<file path="src/rtl/crm_loader.sv">
`default_nettype none
// +--------------------------------------------------------------------------+
// | crm_loader: CRAM write-side loader. Collects four 21-bit pieces into an   |
// | 84-bit microword and commits it to cram_mem port A, auto-incrementing.    |
// | Option macro: CRM_LOADER_PARITY_EN (cramDin[0] becomes odd parity).       |
// | Revision: 1.0                                                             |
// +--------------------------------------------------------------------------+
module crm_loader #(
  parameter int ADDR_W  = 12,
  parameter int PIECE_W = 21
) (
  input  logic                   eboxClk,
  input  logic                   eboxReset,
  input  logic                   loadValid,
  output logic                   loadReady,
  input  logic [2:0]             loadFunc,
  input  logic [PIECE_W-1:0]     loadData,
  output logic                   cramWea,
  output logic [ADDR_W-1:0]      cramAddr,
  output logic [0:4*PIECE_W-1]   cramDin,
  output logic                   loadDone,
  output logic                   loadErr,
  output logic [ADDR_W-1:0]      curAdr
);

  localparam int c_WORD_W = 4 * PIECE_W;

  localparam logic [1:0] c_IDLE  = 2'd0;
  localparam logic [1:0] c_WRITE = 2'd1;
  localparam logic [1:0] c_HOLD  = 2'd2;

  localparam logic [2:0] c_F_SETADR = 3'd0;
  localparam logic [2:0] c_F_PIECE0 = 3'd1;
  localparam logic [2:0] c_F_PIECE1 = 3'd2;
  localparam logic [2:0] c_F_PIECE2 = 3'd3;
  localparam logic [2:0] c_F_PIECE3 = 3'd4;
  localparam logic [2:0] c_F_COMMIT = 3'd5;
  localparam logic [2:0] c_F_CLRERR = 3'd6;

  localparam logic [ADDR_W-1:0] c_ADR_ONE = {{(ADDR_W-1){1'b0}}, 1'b1};

  logic [1:0]            r_state;
  logic [PIECE_W-1:0]    r_buf0, r_buf1, r_buf2, r_buf3;
  logic [3:0]            r_mask;
  logic                  r_err;
  logic [ADDR_W-1:0]     r_adr;
  logic [ADDR_W-1:0]     r_cram_addr;
  logic [0:c_WORD_W-1]   r_cram_din;
  logic [0:c_WORD_W-1]   w_word;
  logic [0:c_WORD_W-1]   w_din;
  logic                  w_accept;

  // Word bit 0 (MSB) comes from piece 0, matching the 0:83 numbering crm reads.
  assign w_word = {r_buf0, r_buf1, r_buf2, r_buf3};

`ifdef CRM_LOADER_PARITY_EN
  assign w_din = {~^w_word[1:c_WORD_W-1], w_word[1:c_WORD_W-1]};
`else
  assign w_din = w_word;
`endif

  assign loadReady = (r_state == c_IDLE);
  assign w_accept  = loadValid && loadReady;
  assign cramWea   = (r_state == c_WRITE);
  assign loadDone  = (r_state == c_HOLD);
  assign cramAddr  = r_cram_addr;
  assign cramDin   = r_cram_din;
  assign loadErr   = r_err;
  assign curAdr    = r_adr;

  always_ff @(posedge eboxClk) begin
    if (eboxReset) begin
      r_state     <= c_IDLE;
      r_buf0      <= '0;
      r_buf1      <= '0;
      r_buf2      <= '0;
      r_buf3      <= '0;
      r_mask      <= 4'b0000;
      r_err       <= 1'b0;
      r_adr       <= '0;
      r_cram_addr <= '0;
      r_cram_din  <= '0;
    end else begin
      case (r_state)
        c_IDLE: begin
          if (w_accept) begin
            case (loadFunc)
              c_F_SETADR: begin
                r_adr  <= loadData[ADDR_W-1:0];
                r_mask <= 4'b0000;
              end
              c_F_PIECE0: begin r_buf0 <= loadData; r_mask[0] <= 1'b1; end
              c_F_PIECE1: begin r_buf1 <= loadData; r_mask[1] <= 1'b1; end
              c_F_PIECE2: begin r_buf2 <= loadData; r_mask[2] <= 1'b1; end
              c_F_PIECE3: begin r_buf3 <= loadData; r_mask[3] <= 1'b1; end
              c_F_COMMIT: begin
                // Address and data are captured here so they stay frozen through WRITE and HOLD.
                if (&r_mask) begin
                  r_state     <= c_WRITE;
                  r_cram_addr <= r_adr;
                  r_cram_din  <= w_din;
                end else begin
                  r_err <= 1'b1;
                end
              end
              c_F_CLRERR: r_err <= 1'b0;
              default:    r_err <= 1'b1;
            endcase
          end
        end
        c_WRITE: r_state <= c_HOLD;
        c_HOLD: begin
          r_state <= c_IDLE;
          r_adr   <= r_adr + c_ADR_ONE;
          r_mask  <= 4'b0000;
        end
        default: r_state <= c_IDLE;
      endcase
    end
  end

endmodule
`default_nettype wire

</file>
<file path="config.mk">
export PLATFORM = sky130hd
export DESIGN_NAME = crm_loader
export DESIGN_NICKNAME = d
export VERILOG_FILES = /design/src/rtl/crm_loader.sv
export SDC_FILE = /design/constraint.sdc
export NUM_CORES = 1
export LEC_CHECK = 0
export BUFFER_PORTS_ARGS = -buffer_cell sky130_fd_sc_hd__buf_2
export CAP_MARGIN = 20
export CORE_MARGIN = 3
export CORE_UTILIZATION = 28
export CTS_BUF_LIST = sky130_fd_sc_hd__clkbuf_16
export CTS_CLUSTER_SIZE = 25
export DETAILED_ROUTE_END_ITERATION = 10
export GPL_ROUTABILITY_DRIVEN = 0
export PLACE_DENSITY = 0.54
export RECOVER_POWER = 25
export SYNTH_ARGS = -nofsm -noshare
export SYNTH_HDL_FRONTEND = slang
export SYNTH_SLANG_ARGS = --single-unit
</file>
<file path="constraint.sdc">
create_clock -name eboxClk -period 2.2 [get_ports eboxClk]
set_clock_uncertainty 0.15 [all_clocks]
set_input_delay 0.44 -clock eboxClk [delete_from_list [all_inputs] [get_ports eboxClk]]
set_output_delay 0.44 -clock eboxClk [all_outputs]
set_load 0.005 [all_outputs]
</file>
==> results.yml <==
run_status:
  status: "completed"
global_route:
  grt_pass1_vias: 6022
  antenna_found_initial: 0
  gr-total-overflow: 0
  grtUsageTotal: 0.164
  grt_pass1_wl_um: 35900
  grt_max_degree: 62
worst_setup_path:
  critPathCaptureType: "primary output"
  r2r_slack_ns: 0.35
  cpMaxStageDelayCell: "dfxtp_1"
  cpPeakStageDelay_ns: 0.39
  cp.required_ns: 1.61
  cp-endpoint: "loadDone"
  worstRegToRegCells: 7
  crit_arrival_ns: 1.49
  reg2reg_to: "curAdr[10]$_SDFFE_PP0P_"
  path_buf_inv: 3
  critPathTopFamily: "buffers and inverters"
  r2r_start: "r_state[0]$_SDFFE_PP0P_"
  cp_cell_sequence: "buf_4 > nand2b_1 > clkinvlp_4 > buf_2"
  cp_max_fo: 11
  cp_num_cells: 4
  startpoint_type: "flop"
  critPathKind: "flop to primary output"
  crit_start: "r_state[0]$_SDFFE_PP0P_"
flow_run:
  max_cap_violations: 0
sta:
  hold_viol: 0
  max_clock_freq_mhz: 481
  maxSlewViolCount: 0
  worst_pin_slew_ns: 0.550
  period_minus_slack_ns: 2.08
  setup_viol: 0
  finalSetupTns_ns: 0
  period_share: 0.945
  slew_headroom: 0.633
  rsz0062_at_grt: "no"
  whs_ns: 0.187
cts:
  clock-sinks: 199
  root_buffer: "clkbuf_16"
  insertion_delay_ns: 0.44
  cts_hold_buf: 0
  clock_path_buffers: 2
  h-tree-depth: 4
  cts_tree: "built"
  clkSlewWorstSetupHoldPaths_ns: 0.08
  cts_made_buffers: 17
floorplanning:
  rows: 58
  die-area_um2: 28300
  die_h_um: 168
  die_w_um: 168
  io_pins: 139
  core_um2: 25500
  initial_core_util: 0.289
placement:
  dp_hpwl_um: 15500
  io_buffer_count: 138
finish:
  final_nets: 1092
  final_util: 0.359
  n_antenna_cell: 0
  final_common_cell: "nand2_1"
  n_fill_cell: 2768
  layout_common_cells: "nand2_1 (376), dfxtp_1 (199), a21oi_1 (197), buf_2 (90), clkbuf_1 (47)"
  syn_to_final_growth_pct: 24.2
  drive_above_1_share: 0.161
synth:
  synth-edff-count: 0
  async_reset_ff_frac: 0
  syn_inst: 940
  synth_seq_cells: 199
  yosysTopAreaCellShare: 0.541
  synth_seq_area_share: 0.541
  yosysTopAreaCell: "dfxtp_1"
  avgSynthCellArea_um2: 7.83
  ys.flop_type: "dfxtp_1"
  synth_area_um2: 7360
  synth_area_leaders: "dfxtp_1 (54%), nand2_1 (19%), a21oi_1 (13%)"
  syn_nets: 968
  synth_cell_types: 41
  ys_warn_count: 0
routing:
  drt_iter0_markers: 449
  vias_per_cell: 4.65
  first_pass_iters: 4
  ant_nets: 0
  drc: 0
  wl_per_cell_um: 16.6
  vias: 6542
  wl_um: 23300
power:
  ir_drop_mv: 0.457
  p_per_area_nw_per_um2: 794
  total_leakage_power_nw: 3.24
hold_path:
  hold_path_class: "input pin to flop"
## stage by stage
stage | cell area, um2 | power [mW] | std cells | setup slack [ns]
after CTS | 9200 | 7.33 | 1407 | 0.0800
after floorplan | 7360 | 3.89 | 940 | 0.284
after global placement | 8570 | 4.07 | 1374 | 0.173
after global routing | 9140 | 7.52 | 1407 | 0.00750
final | 9140 | 7.25 | 1407 | 0.121
after detailed placement | 8570 | 4.07 | 1374 | 0.138
## cell usage after synthesis (2+ instances only)
cell / number
nand2_1: 376
dfxtp_1: 199
a21oi_1: 197
clkbuf_1: 41
buf_2: 19
o21ai_0: 16
and2_1: 9
nand3_1: 8
nor2_1: 8
inv_1: 6
nor4_1: 6
buf_4: 5
nand2b_1: 4
nor2b_1: 4
nor3_1: 4
buf_6: 3
o311ai_0: 3
a31oi_1: 2
and3_1: 2
and3_2: 2
and4_1: 2
mux2_2: 2
nand4_1: 2
nor4b_1: 2
o31a_1: 2
## timing repair
action | 4_1_cts | 5_1_grt
buffers inserted | 1 | 0
endpoints found under the setup margin | 1 | 0
hold endpoints to repair | 0 | 0
gates resized for setup | 1 | 0
## power breakdown
part | internal [mW] | leakage (nW) | switching [mW]
sequential | 3.64 | 1.61 | 0.0258
combinational | 0.0980 | 1.34 | 0.218
clock | 1.74 | 0.300 | 1.54
## routing by layer
layer  part of all wire  vias up  GRT usage
met1               0.46     3046      0.225
met2               0.47      153      0.263
met3              0.052       14     0.0347
met5                  0        -          0
met4              0.012        0     0.0402
li1                   -     3329          -
## sequential cells by signal, indices dropped and copies added, names as in the netlist
register  flops
cramDin      84
loadErr       1
r_buf0       21
r_buf3       21
curAdr       12
r_buf2       21
cramAddr     12
r_state       2
r_mask        4
r_buf1       21
## area by class of cell
class | count | area (um2) | share of cell area
Multi-Input combinational cell | 667 | 3050 | 0.334
Inverter | 6 | 26.3 | 0.00287
Tap cell | 330 | 413 | 0.0452
Timing Repair Buffer | 173 | 1050 | 0.115
Clock inverter | 15 | 189 | 0.0207
Clock buffer | 17 | 425 | 0.0465
Sequential cell | 199 | 3980 | 0.436
## logic make-up (layout without fill, tap and decap cells)
family,Yosys count,count (layout),synth area share
buffers and inverters,74,211,0.0466
AND/OR/NAND/NOR,435,435,0.242
adder cells (fa/ha/maj),1,1,0.00170
multiplexers,2,2,0.00306
flip-flops,199,199,0.541
AO/OA/AOI/OAI,229,229,0.165
## worst register-to-register path, stage by stage (launching register included)
cell,delay [ns]
dfxtp_1,0.39
buf_4,0.20
nand2b_1,0.19
clkinvlp_4,0.14
buf_4,0.19
o31ai_1,0.08
a21oi_1,0.11
o31a_1,0.29
## worst min path at each step
| stage | startpoint | endpoint | slack [ns] | cells after the start |
|---|---|---|---|---|
| 2_1_floorplan | r_buf0[20]$_SDFFE_PP0P_ | cramDin[0]$_SDFFE_PP0P_ | 0.28 | 2 |
| 3_3_place_gp | cramDin[28]$_SDFFE_PP0P_ | cramDin[28]$_SDFFE_PP0P_ | 0.29 | 2 |
| 3_5_place_dp | r_buf1[13]$_SDFFE_PP0P_ | cramDin[28]$_SDFFE_PP0P_ | 0.29 | 2 |
| 4_1_cts | loadData[20] | r_buf0[20]$_SDFFE_PP0P_ | 0.16 | 3 |
| 5_1_grt | loadData[18] | r_buf1[18]$_SDFFE_PP0P_ | 0.17 | 3 |
| 6_report | loadData[20] | r_buf0[20]$_SDFFE_PP0P_ | 0.19 | 3 |
(Power assumes the default switching activity.)
